<file path="src/rtl/id_ex_operand_stage_pkg.sv">
// Shared widths, register-index constants and the ID/EX payload record for the operand stage.
package id_ex_operand_stage_pkg;

   localparam int unsigned DATA_WIDTH     = 32;
   localparam int unsigned REG_ADDR_WIDTH = 5;

   typedef logic [DATA_WIDTH-1:0]     data_t;
   typedef logic [REG_ADDR_WIDTH-1:0] reg_addr_t;

   localparam reg_addr_t REG_X0 = '0;

   // Everything decode hands over; register data is kept raw and forwarded at the EX output.
   typedef struct packed {
      reg_addr_t rs1_addr;
      logic      rs1_used;
      data_t     rs1_data;
      reg_addr_t rs2_addr;
      logic      rs2_used;
      data_t     rs2_data;
      data_t     imm;
      data_t     pc;
      logic      use_pc;
      logic      use_imm;
      logic      sub;
      reg_addr_t rd_addr;
      logic      rd_we;
      logic      is_load;
   } id_ex_t;

   // A live read of src matches a pending write of dst; x0 never matches.
   function automatic logic src_hit(input reg_addr_t src, input logic used,
                                    input reg_addr_t dst, input logic we);
      return used & we & (src != REG_X0) & (src == dst);
   endfunction

endpackage

</file>
<file path="src/rtl/id_ex_operand_stage_fwd_mux.sv">
// Per-operand forwarding mux: EX/MEM (non-load) beats MEM/WB, which beats the stored register value.
module iex_fwd_mux
   import id_ex_operand_stage_pkg::*;
(
   input  reg_addr_t idx_i,
   input  logic      used_i,
   input  data_t     reg_data_i,
   input  reg_addr_t exm_rd_addr_i,
   input  logic      exm_rd_we_i,
   input  logic      exm_is_load_i,
   input  data_t     exm_data_i,
   input  reg_addr_t mwb_rd_addr_i,
   input  logic      mwb_rd_we_i,
   input  data_t     mwb_data_i,
   output data_t     data_o
);

   logic exm_hit;
   logic mwb_hit;

   // A load in EX/MEM has no data yet; the load-use bubble covers that case.
   assign exm_hit = src_hit(idx_i, used_i, exm_rd_addr_i, exm_rd_we_i & ~exm_is_load_i);
   assign mwb_hit = src_hit(idx_i, used_i, mwb_rd_addr_i, mwb_rd_we_i);

   always_comb begin
      data_o = reg_data_i;
      if (exm_hit) begin
         data_o = exm_data_i;
      end else if (mwb_hit) begin
         data_o = mwb_data_i;
      end
   end

endmodule

</file>
<file path="src/rtl/id_ex_operand_stage.sv">
// ID/EX register with load-use hazard detection, flush, and forwarded adder operand selection.
module id_ex_operand_stage
   import id_ex_operand_stage_pkg::*;
(
   input  logic                      clk,
   input  logic                      rst_n,
   input  logic                      id_valid,
   input  logic [REG_ADDR_WIDTH-1:0] id_rs1_addr,
   input  logic [REG_ADDR_WIDTH-1:0] id_rs2_addr,
   input  logic                      id_rs1_used,
   input  logic                      id_rs2_used,
   input  logic [DATA_WIDTH-1:0]     id_rs1_data,
   input  logic [DATA_WIDTH-1:0]     id_rs2_data,
   input  logic [DATA_WIDTH-1:0]     id_imm,
   input  logic [DATA_WIDTH-1:0]     id_pc,
   input  logic                      id_use_pc,
   input  logic                      id_use_imm,
   input  logic                      id_sub,
   input  logic [REG_ADDR_WIDTH-1:0] id_rd_addr,
   input  logic                      id_rd_we,
   input  logic                      id_is_load,
   input  logic                      flush,
   input  logic [REG_ADDR_WIDTH-1:0] exm_rd_addr,
   input  logic                      exm_rd_we,
   input  logic                      exm_is_load,
   input  logic [DATA_WIDTH-1:0]     exm_data,
   input  logic [REG_ADDR_WIDTH-1:0] mwb_rd_addr,
   input  logic                      mwb_rd_we,
   input  logic [DATA_WIDTH-1:0]     mwb_data,
   output logic                      stall_id,
   output logic                      ex_valid,
   output logic [DATA_WIDTH-1:0]     adder_data_in_1,
   output logic [DATA_WIDTH-1:0]     adder_data_in_2,
   output logic                      sub,
   output logic [DATA_WIDTH-1:0]     ex_store_data,
   output logic [REG_ADDR_WIDTH-1:0] ex_rd_addr,
   output logic                      ex_rd_we,
   output logic                      ex_is_load
);

   id_ex_t ex_q;
   id_ex_t ex_d;
   id_ex_t id_fields;
   logic   valid_q;
   logic   valid_d;
   logic   hazard;
   data_t  fwd_rs1;
   data_t  fwd_rs2;

   assign id_fields = '{
      rs1_addr: id_rs1_addr,
      rs1_used: id_rs1_used,
      rs1_data: id_rs1_data,
      rs2_addr: id_rs2_addr,
      rs2_used: id_rs2_used,
      rs2_data: id_rs2_data,
      imm:      id_imm,
      pc:       id_pc,
      use_pc:   id_use_pc,
      use_imm:  id_use_imm,
      sub:      id_sub,
      rd_addr:  id_rd_addr,
      rd_we:    id_rd_we,
      is_load:  id_is_load
   };

   // Bubbles drive no write and no load, so they can neither forward nor raise a hazard.
   assign ex_valid   = valid_q;
   assign ex_rd_addr = ex_q.rd_addr;
   assign ex_rd_we   = ex_q.rd_we & valid_q;
   assign ex_is_load = ex_q.is_load & valid_q;

   assign hazard = id_valid & ex_is_load &
                   (src_hit(id_rs1_addr, id_rs1_used, ex_rd_addr, ex_rd_we) |
                    src_hit(id_rs2_addr, id_rs2_used, ex_rd_addr, ex_rd_we));

   assign stall_id = hazard & ~flush;

   always_comb begin
      ex_d    = ex_q;
      valid_d = 1'b0;
      if (!flush && !hazard) begin
         ex_d    = id_fields;
         valid_d = id_valid;
      end
   end

   always_ff @(posedge clk or negedge rst_n) begin
      if (!rst_n) begin
         ex_q    <= '0;
         valid_q <= 1'b0;
      end else begin
         ex_q    <= ex_d;
         valid_q <= valid_d;
      end
   end

   iex_fwd_mux u_fwd_rs1 (
      .idx_i         (ex_q.rs1_addr),
      .used_i        (ex_q.rs1_used),
      .reg_data_i    (ex_q.rs1_data),
      .exm_rd_addr_i (exm_rd_addr),
      .exm_rd_we_i   (exm_rd_we),
      .exm_is_load_i (exm_is_load),
      .exm_data_i    (exm_data),
      .mwb_rd_addr_i (mwb_rd_addr),
      .mwb_rd_we_i   (mwb_rd_we),
      .mwb_data_i    (mwb_data),
      .data_o        (fwd_rs1)
   );

   iex_fwd_mux u_fwd_rs2 (
      .idx_i         (ex_q.rs2_addr),
      .used_i        (ex_q.rs2_used),
      .reg_data_i    (ex_q.rs2_data),
      .exm_rd_addr_i (exm_rd_addr),
      .exm_rd_we_i   (exm_rd_we),
      .exm_is_load_i (exm_is_load),
      .exm_data_i    (exm_data),
      .mwb_rd_addr_i (mwb_rd_addr),
      .mwb_rd_we_i   (mwb_rd_we),
      .mwb_data_i    (mwb_data),
      .data_o        (fwd_rs2)
   );

   assign adder_data_in_1 = ex_q.use_pc  ? ex_q.pc  : fwd_rs1;
   assign adder_data_in_2 = ex_q.use_imm ? ex_q.imm : fwd_rs2;
   assign ex_store_data   = fwd_rs2;
   assign sub             = ex_q.sub & valid_q;

endmodule
</file>
<file path="config.mk">
export PLATFORM = sky130hd
export DESIGN_NAME = id_ex_operand_stage
export DESIGN_NICKNAME = d
export VERILOG_FILES = /design/src/rtl/id_ex_operand_stage_pkg.sv /design/src/rtl/id_ex_operand_stage_fwd_mux.sv /design/src/rtl/id_ex_operand_stage.sv
export SDC_FILE = /design/constraint.sdc
export NUM_CORES = 1
export LEC_CHECK = 0
export CORE_MARGIN = 2
export CORE_UTILIZATION = 45
export CTS_CLUSTER_SIZE = 28
export DETAILED_ROUTE_END_ITERATION = 12
export PLACE_DENSITY = 0.79
export SYNTH_ARGS = -nofsm -noshare
export SYNTH_HDL_FRONTEND = slang
export SYNTH_SLANG_ARGS = --single-unit
</file>
<file path="constraint.sdc">
create_clock -name clk -period 4.4 [get_ports clk]
set_input_delay 0.66 -clock clk [delete_from_list [all_inputs] [get_ports clk]]
set_output_delay 0.66 -clock clk [all_outputs]
set_load 0.02 [all_outputs]
</file>
==> out/qor.csv, run 1 <==
metric,value,unit
status,completed,
drive_above_1_share,18.1,%
reg2reg_slack,1.80,ns
post_dp_cell_area,12300,µm²
detail_route.iter0.violations,504,
hold_violations,0,
fin_area,12900,µm²
ir_drop,251,µV
period_minus_slack,4.06,ns
vias,7296,
p_clk_share,33.8,%
drv_cap,0,
synth_area_per_cell,11.6,µm²
clkSinkCount,151,
fmax,247,MHz
r2r-end,ex_q[61],
r2r_start,ex_rd_addr[2],
gp_congestion,0.880,
clk_path_buf_depth,2,
slew_headroom,35.4,%
cts_tree,yes,
fin_crit_sh,92.2,%
max_stage_delay,0.68,ns
slowest_stage,clkdlybuf4s50_1,
critPathLaunchType,primary input,
whs,0.264,ns
tightestPinTransition,0.967,ns
antenna_found_initial,0,
area_growth,47.8,%
crit_arrival,3.40,ns
path_clk_slew,0.06,ns
grt_first_pass_wirelength,42000,µm
grt_max_degree,77,
slew_violations,0,
cellLeakagePower,0.00572,µW
ioPinCount,337,
crit_required,3.74,ns
clk_latency,0.42,ns
drc,0,
drt_first_pass_iters,8,
fp.dieH,143,µm
cts_buffers,17,
rsz0062_at_grt,false,
switchingPower,1260,µW
viasPerCell,5.45,
post_cts_buffers,0,
seqPwrFrac,37.2,%
htree_levels,4,
cts_resized,0,
portBuffers,336,
worst-path-max-fanout,32,
wl_per_cell,20.7,µm
dieArea,20500,µm²
p_int,3110,µW
fin_total_pwr,4370,µW
cts_root_buf,clkbuf_16,
grt_overflow,0,
wirelength,27700,µm
p_comb_share,29.0,%
switching_share,28.9,%
fin_worst_skew,0.0102,ns
hold_path.class,primary input to asynchronous set/reset pin,
path_common_cell,clkdlybuf4s50_1,
crit_chain,clkdlybuf4s50_1 > xnor2_1 > nand2_1 > or4_2 > nor2b_4 > a221oi_1 > clkdlybuf4s50_1,
cts_hold_buf,0,
placementRows,50,
synthesis.nets,986,
synth_warnings,0,
num_antenna_cells,0,
grt_pass1_vias,7538,
syn_area,8720,µm²
start_util,46.2,%
p_per_area,339,nW/µm²
synth_seq_area_share,43.3,%
criticalPathCategory,primary input to output port,
fp.dieW,143,µm
cp-end-kind,output port,
final.setup.tns,0,ns
core_area,18900,µm²
synthCells,755,
setup_viol,0,
synth.ff_latch_count,151,
antenna_left,0,
synth_cell_type_count,34,
dpl.hpwl,20100,µm
gr-usage-all-layers,26.9,%
reg2regPathDepth,6,
fin_nets,1296,
==> sequential cells by signal, summed over array words and instances, names as in the netlist <==
name and cells:
ex_q 145, ex_rd_addr 5, ex_valid 1
==> worst max-delay path: cells and delay by family <==
kind / cells / cell delay [ns]
AOI/OAI and AO/OA: 1 / 0.36
and+or+nand+nor: 3 / 1.04
xor gates and xnor gates: 1 / 0.14
buffers and inverters: 2 / 1.18
==> cells in the mapped netlist (all sizes together) <==
cell	number	share of area, %
a2111oi	1	0.11
a21oi	32	1.8
a221oi	39	3.9
a222oi	25	2.9
a311oi	1	0.17
a31oi	1	0.072
and2	3	0.22
and3b	1	0.10
and4	2	0.20
buf	32	2.7
clkbuf	28	1.2
dfrtp	151	43
inv	89	3.8
mux2	150	23
mux2i	64	7.3
nand2	8	0.34
nand3	4	0.23
nand4b	1	0.10
nor2	38	1.6
nor2b	9	0.65
nor3	34	2.0
nor4	3	0.22
o21a	1	0.086
o21ai	2	0.11
o41ai	1	0.10
or4	6	0.52
xnor2	16	1.6
xor2	13	1.3
==> logic make-up (layout without fill, tap and decap cells) <==
logic type	count (synthesis)	after routing	share of synthesized area (%)
multiplexers	214	214	30.6
flip-flops	151	151	43.3
XOR/XNOR	29	29	2.91
AO/OA/AOI/OAI	103	103	9.28
AND/OR/NAND/NOR	109	109	6.15
buffers and inverters	149	472	7.77
==> worst max-delay path by stage <==
stage | slack (ns) | cells after the start | to | startpoint
after global placement | 0.39 | 8 | adder_data_in_1[11] | mwb_rd_addr[2]
final | 0.34 | 7 | adder_data_in_2[2] | exm_rd_addr[3]
after CTS | 0.32 | 7 | adder_data_in_2[27] | exm_rd_addr[3]
after global routing | 0.18 | 7 | adder_data_in_2[2] | ex_q[107]
after floorplan | 1.24 | 8 | adder_data_in_2[22] | exm_rd_addr[0]
after detailed placement | 0.34 | 7 | adder_data_in_2[27] | exm_rd_addr[3]
==> per-stage QoR <==
step	std cells	util, %	setup WS (ns)
6_report	1338	68.2	0.344
5_1_grt	1338	68.2	0.184
4_1_cts	1338	68.2	0.316
3_5_place_dp	1306	65.1	0.336
3_3_place_gp	1306	65.1	0.391
2_1_floorplan	755	-	1.24
==> power by group through the flow <==
stage / Combinational, µW / Clock (µW) / Sequential, µW
2_1_floorplan: 663 / 0 / 1610
3_3_place_gp: 1250 / 0 / 1640
3_5_place_dp: 1270 / 0 / 1650
4_1_cts: 1280 / 1510 / 1630
5_1_grt: 1350 / 1580 / 1650
6_report: 1270 / 1480 / 1630
==> routing by layer <==
metal | wire length [µm] | global-route usage [%]
met5 | 0 | 0
met4 | 742 | 9.60
met2 | 13600 | 45.8
met1 | 10600 | 32.4
met3 | 2770 | 8.22
==> final cells by class <==
type,instances,area [µm²]
clock buffers,20,457
clock inverters,12,144
fillers,1510,6000
inverters,89,334
multi-input cells,455,4310
flip-flops and latches,151,3780
well taps,260,325
repair buffers,351,3540
==> cells in the final DEF (no fill, tap or decap), types with 13 or more instances in the layout <==
master	netlist	final
a21oi_1	32	32
a222oi_1	25	25
dfrtp_1	151	150
clkdlybuf4s50_1	0	335
nor2_1	38	37
inv_1	89	89
mux2_4	90	90
xor2_1	13	13
nor3_1	34	34
clkbuf_16	0	17
xnor2_1	16	16
mux2i_1	64	64
mux2_2	50	50
a221oi_1	39	39
Note: power is estimated with default switching activity, not from simulation.
==> inputs of run 2 (changes only) <==
--- a/config.mk
+++ b/config.mk
@@ -9,7 +9,9 @@
 export CORE_UTILIZATION = 45
 export CTS_CLUSTER_SIZE = 28
 export DETAILED_ROUTE_END_ITERATION = 12
-export PLACE_DENSITY = 0.79
+export DONT_BUFFER_PORTS = 1
+export PLACE_DENSITY = 0.57
 export SYNTH_ARGS = -nofsm -noshare
 export SYNTH_HDL_FRONTEND = slang
+export SYNTH_HIERARCHICAL = 1
 export SYNTH_SLANG_ARGS = --single-unit
==> constraint.sdc (replaced) <==
create_clock -name clk -period 4.7 [get_ports clk]
set_input_delay 0.705 -clock clk [delete_from_list [all_inputs] [get_ports clk]]
set_output_delay 0.705 -clock clk [all_outputs]
set_load 0.02 [all_outputs]
==> out/qor.csv, run 2 <==
metric,value,unit,change
status,completed,,unchanged
period_minus_slack,4.20,ns,
dieArea,22400,µm²,was 20500 µm²
synth.ff_latch_count,151,,unchanged
seq_area,3780,µm²,about the same
cellLeakagePower,0.00392,µW,was 0.00572 µW
htree_levels,4,,unchanged
slew_violations,0,,unchanged
fin_nets,1023,,was 1296
fmax,238,MHz,
grt_overflow,0,,unchanged
synth_top_family_by_area,multiplexers,,unchanged
ioPinCount,337,,unchanged
max_stage_delay,0.60,ns,was 0.68 ns
core_area,20900,µm²,was 18900 µm²
criticalPathCategory,flip-flop to output port,,was primary input to output port
cts_root_buf,clkbuf_16,,unchanged
fillers,1893,,was 1510
clk_latency,0.43,ns,was 0.42 ns
final_cell_mix,"dfrtp_1 (151), mux2_1 (110), mux2_2 (103)",,"was clkdlybuf4s50_1 (335), dfrtp_1 (150), mux2_4 (90)"
synth_area_per_cell,11.6,µm²,about the same
synth_edf_count,0,,unchanged
gr-usage-all-layers,25.6,%,was 26.9%
tightestPinTransition,1.08,ns,was 0.967 ns
synthArstFlopShare,100,%,unchanged
drive_above_1_share,29.6,%,was 18.1%
r2r_start,ex_valid,,was ex_rd_addr[2]
antenna_left,0,,unchanged
slew_headroom,27.9,%,was 35.4%
synth_common_cells,"dfrtp_1 (151), mux2_1 (110), mux2_2 (103)",,"was dfrtp_1 (151), mux2_4 (90), inv_1 (89)"
worst-path-max-fanout,21,,was 32
clk_path_buf_depth,2,,unchanged
synth-simple-area-share,9.32,%,was 6.15%
crit_start,ex_q[109],,was exm_rd_addr[3]
fin_worst_skew,0.00903,ns,was 0.0102 ns
final.setup.tns,0,ns,unchanged
final_common_cell,dfrtp_1,,was clkdlybuf4s50_1
post_cts_buffers,0,,unchanged
multi_input_comb_area,5100,µm²,was 4310 µm²
yosysTopAreaCell,dfrtp_1,,unchanged
fp.dieW,150,µm,was 143 µm
grt_first_pass_wirelength,42400,µm,was 42000 µm
cts_resized,0,,unchanged
ys.flop_type,dfrtp_1,,unchanged
setup_viol,0,,unchanged
placementRows,53,,was 50
p_per_area,377,nW/µm²,was 339 nW/µm²
detail_route.iter0.violations,461,,was 504
path_common_cell,buf_4,,was clkdlybuf4s50_1
grt_pass1_vias,6586,,was 7538
cts_tree,yes,,unchanged
clkSinkCount,151,,unchanged
drc,0,,unchanged
crit_arrival,3.50,ns,was 3.40 ns
wirelength,29300,µm,was 27700 µm
dpl.hpwl,22000,µm,was 20100 µm
fp.dieH,150,µm,was 143 µm
syn_area,9540,µm²,was 8720 µm²
cts_buffers,17,,unchanged
synthAdderAreaFrac,0,%,unchanged
path_clk_slew,0.07,ns,was 0.06 ns
synthesis.nets,1057,,was 986
viasPerCell,6.25,,was 5.45
cts_hold_buf,1,,was 0
regMostFlops,ex_q,,unchanged
antenna_found_initial,3,,was 0
synthMuxAreaShare,25.2,%,was 30.6%
synth_xor_area_share,2.73,%,was 2.91%
cp-end-kind,output port,,unchanged
synth_compound_area_share,16.0,%,was 9.28%
synth_warnings,6,,was 0
drv_cap,0,,unchanged
grt_max_degree,152,,was 77
synth_area_leaders,"dfrtp_1 (40%), mux2_1 (13%), mux2_2 (12%)",,"was dfrtp_1 (43%), mux2_4 (15%), mux2i_1 (7.3%)"
synth_seq_area_share,39.6,%,was 43.3%
ir_drop,248,µV,was 251 µV
start_util,45.7,%,was 46.2%
synthCells,826,,was 755
yosysMostFrequentCell,dfrtp_1,,unchanged
critPathLaunchType,flip-flop,,was primary input
post-route-util,49.3,%,was 68.2%
largest_reg_flops,145,,unchanged
slowest_stage,or4_4,,was clkdlybuf4s50_1
rsz0062_at_grt,false,,unchanged
wl_per_cell,27.1,µm,was 20.7 µm
area_growth,7.91,%,was 47.8%
synth_cell_type_count,45,,was 34
vias,6751,,was 7296
yosysTopAreaCellShare,39.6,%,was 43.3%
hold_violations,0,,unchanged
crit_chain,or4_4 > o21ai_2 > buf_4 > or3_2 > buf_4 > a2bb2oi_1 > mux2_2,,was clkdlybuf4s50_1 > xnor2_1 > nand2_1 > or4_2 > nor2b_4 > a221oi_1 > clkdlybuf4s50_1
portBuffers,0,,was 336
gp_congestion,0.929,,was 0.880
crit_required,3.99,ns,was 3.74 ns
drt_first_pass_iters,5,,was 8
fin_crit_sh,89.4,%,
hold_path.class,primary input to asynchronous set/reset pin,,unchanged
## run 2: cell types whose count changed after synthesis, sizes merged, moves of 41 or more
cell   delta
inv      -47
nor4     +41
mux2i    -63
mux2     +63
o21ai    +64
or3      +42
## run 2: path summary, 6_finish.rpt
kind	endpoint	slack (ns)	cells after the start
max in group asynchronous	ex_q[108]	3.83	1
min	ex_q[65]	0.28	1
min reg2reg	ex_q[55]	0.48	1
max	adder_data_in_2[3]	0.50	7
max reg2reg	ex_q[105]	1.96	6
min in group clk	ex_q[21]	0.41	1
## run 2: cell type report
class	instances	area share, %
antenna	1	0.0243
clock buffer	17	4.13
clock inverter	15	2.22
inverter	42	1.53
multi-input combinational	550	49.6
sequential	151	36.7
tap	275	3.34
timing repair buffer	30	2.50
## run 2: kinds of logic after synthesis
logic type,after synthesis
xor+xnor,28
flops,151
simple gates,140
mux,214
compound gates,168
buf+inv,125
## run 2: report_power, final
group          internal, µW  total (µW)  switching, µW
logic                   320         829            509
registers              1430        1520           93.8
clock network           914        1540            622
## run 2: per-layer routing
metal,wire [µm],track usage [%],share of wire (%)
met2,12600,36.5,43
met3,2830,8.26,9.7
met1,13400,37.5,46
met4,378,6.43,1.3
met5,18,0,0.061
## run 2: metrics by stage
step           setup slack (ns)  power (µW)  std cells  instance area (µm²)  hold WS, ns
6_report                  0.500        3890       1081                10300        0.281
5_1_grt                   0.288        4060       1080                10300        0.340
4_1_cts                   0.439        3920       1080                10300        0.326
3_5_place_dp              0.863        2340       1047                 9610        0.413
3_3_place_gp              0.901        2320       1047                 9610        0.414
2_1_floorplan              1.63        2190        826                 9540        0.409
## run 2: worst max-delay path, delay by kind of cell (launching register included)
kind                   cells  cell delay [ns]
muxes                      1             0.35
AOI/OAI and AO/OA          2             0.70
DFF                        1             0.44
buffers and inverters      2             0.56
and+or+nand+nor            2             1.02
==> inputs of run 3 (changes only) <==
--- a/config.mk
+++ b/config.mk
@@ -6,11 +6,11 @@
 export NUM_CORES = 1
 export LEC_CHECK = 0
 export CORE_MARGIN = 2
-export CORE_UTILIZATION = 45
+export CORE_UTILIZATION = 60
 export CTS_CLUSTER_SIZE = 28
 export DETAILED_ROUTE_END_ITERATION = 12
 export DONT_BUFFER_PORTS = 1
-export PLACE_DENSITY = 0.57
+export PLACE_DENSITY = 0.76
 export SYNTH_ARGS = -nofsm -noshare
 export SYNTH_HDL_FRONTEND = slang
 export SYNTH_HIERARCHICAL = 1
==> constraint.sdc (replaced) <==
create_clock -name clk -period 4.27 [get_ports clk]
set_input_delay 0.6405 -clock clk [delete_from_list [all_inputs] [get_ports clk]]
set_output_delay 0.6405 -clock clk [all_outputs]
set_load 0.02 [all_outputs]
==> out/qor.csv, run 3 (synthesis gave the netlist of run 2 again) <==
metric,value,unit,change
status,completed,,unchanged
crit_chain,or4_4 > o21ai_2 > buf_4 > or3_2 > a2bb2oi_2 > mux2_2,,was or4_4 > o21ai_2 > buf_4 > or3_2 > buf_4 > a2bb2oi_1 > mux2_2
viasPerCell,6.85,,was 6.25
period_minus_slack,4.06,ns,
cts_tree,yes,,unchanged
grt_overflow,0,,unchanged
portBuffers,0,,unchanged
top_usage_layer,met2,,was met1
grt_first_pass_wirelength,41700,µm,was 42400 µm
wl_per_cell,28.0,µm,was 27.1 µm
fp.dieW,130,µm,was 150 µm
drt_first_pass_iters,5,,unchanged
placementRows,46,,was 53
grt_max_degree,152,,unchanged
slew_violations,0,,unchanged
hold_path.class,primary input to asynchronous set/reset pin,,unchanged
antenna_found_initial,5,,was 3
drv_cap,0,,unchanged
criticalPathCategory,flip-flop to output port,,unchanged
drc,0,,unchanged
met3_usage,10.6,%,was 8.26%
clk_latency,0.42,ns,was 0.43 ns
clk_path_buf_depth,2,,unchanged
dieArea,16900,µm²,was 22400 µm²
detail_route.iter0.violations,799,,was 461
crit_required,3.63,ns,was 3.99 ns
grt_util_met2,49.5,%,was 36.5%
slew_headroom,35.6,%,was 27.9%
cp-end-kind,output port,,unchanged
cellLeakagePower,0.00393,µW,was 0.00392 µW
hold_violations,0,,unchanged
final_common_cell,dfrtp_1,,unchanged
final_cell_mix,"dfrtp_1 (151), mux2_1 (110), mux2_2 (103)",,unchanged
setup_viol,0,,unchanged
final.setup.tns,0,ns,unchanged
clkSinkCount,151,,unchanged
r2r_start,ex_valid,,unchanged
antenna_left,0,,unchanged
fin_crit_sh,95.1,%,
cts_root_buf,clkbuf_16,,unchanged
wirelength,29000,µm,was 29300 µm
crit_family,simple AND/OR/NAND/NOR gates,,unchanged
crit_start,ex_q[109],,unchanged
whs,0.224,ns,was 0.281 ns
drive_above_1_share,30.3,%,was 29.6%
core_area,15700,µm²,was 20900 µm²
start_util,60.7,%,was 45.7%
vias,7096,,was 6751
use_met1,45.1,%,was 37.5%
fin_nets,1034,,was 1023
fmax,246,MHz,
gp_congestion,0.990,,was 0.929
p_per_area,394,nW/µm²,was 377 nW/µm²
gr-usage-all-layers,33.3,%,was 25.6%
rsz0062_at_grt,false,,unchanged
crit_cells,6,,was 7
regMostFlops,ex_q,,unchanged
reg2reg_slack,1.67,ns,was 1.96 ns
slowest_stage,or3_2,,was or4_4
largest_reg_flops,145,,unchanged
cts_buffers,17,,unchanged
max_stage_delay,0.81,ns,was 0.60 ns
area_growth,7.26,%,was 7.91%
ir_drop,266,µV,was 248 µV
htree_levels,4,,unchanged
fin_worst_skew,0.00608,ns,was 0.00903 ns
grt_pass1_vias,6852,,was 6586
tightestPinTransition,0.967,ns,was 1.08 ns
critPathBufInv,1,,was 2
fp.dieH,130,µm,was 150 µm
ioPinCount,337,,unchanged
crit_arrival,3.42,ns,was 3.50 ns
dpl.hpwl,21800,µm,was 22000 µm
r2r-end,ex_q[71],,was ex_q[105]
path_clk_slew,0.06,ns,was 0.07 ns
worst-path-max-fanout,32,,was 21
reg2regPathDepth,6,,unchanged
critPathLaunchType,flip-flop,,unchanged
## run 3: cell count changes in the layout (fill, tap and decap cells not counted)
cell / previous run / this run
buf_12: 1 / 3
buf_4: 28 / 37
bufinv_16: 4 / 1
clkbuf_1: 0 / 1
clkbuf_8: 0 / 1
clkinv_2: 0 / 4
clkinv_4: 2 / 3
clkinv_8: 1 / 0
clkinvlp_4: 0 / 4
diode_2: 1 / 5
inv_6: 6 / 0
inv_8: 2 / 0
## run 3: metal layers
metal | part of all wire, % | routed length [µm]
met1 | 39 | 11400
met2 | 45 | 13000
met3 | 13 | 3630
met4 | 3.3 | 961
met5 | 0 | 0
## run 3: area by class of cell
class	instances	area, µm²
Antenna cell	5	12.5
Clock buffer	19	443
Clock inverter	12	106
Fill cell	1210	5480
Inverter	42	158
Multi-Input combinational cell	550	5100
Sequential cell	151	3780
Tap cell	216	270
Timing Repair Buffer	41	365
## run 3: worst max path at each step
stage	endpoint	slack, ns
finish	adder_data_in_2[30]	0.21
floorplan	adder_data_in_2[0]	1.33
detailed placement	adder_data_in_2[6]	0.54
CTS	adder_data_in_2[6]	0.23
global route	adder_data_in_2[9]	0.09
global placement	adder_data_in_2[9]	0.59
## run 3: power breakdown
part / leakage (µW) / internal (µW) / switching, µW
clock network: 0.000261 / 811 / 608
registers: 0.00177 / 1570 / 103
logic: 0.00190 / 368 / 574
## run 3: timing repair
item / CTS / global route
gates resized for setup: 0 / 0
endpoints found under the setup margin: 0 / 0
endpoints found under the hold margin: 151 / 0
buffers inserted: 0 / 0
hold buffers: 1 / 0
## run 3: worst register-to-register path, delay by kind of cell (launching register included)
family | cells | cell delay (ns)
flip-flops | 1 | 0.50
AND/OR/NAND/NOR | 3 | 0.49
multiplexers | 1 | 0.41
buffers and inverters | 1 | 0.35
AO/OA/AOI/OAI | 1 | 0.72
## run 3: through the flow
step / cell area, µm² / setup WS [ns] / std cells / total power, µW / util [%]
after floorplan: 9540 / 1.33 / 826 / 2410 / -
after global placement: 9650 / 0.593 / 999 / 2560 / 61.4
after detailed placement: 9650 / 0.536 / 999 / 2600 / 61.4
after CTS: 10200 / 0.232 / 1031 / 4060 / 65.1
after global routing: 10200 / 0.0878 / 1035 / 4200 / 65.1
final: 10200 / 0.208 / 1036 / 4040 / 65.1
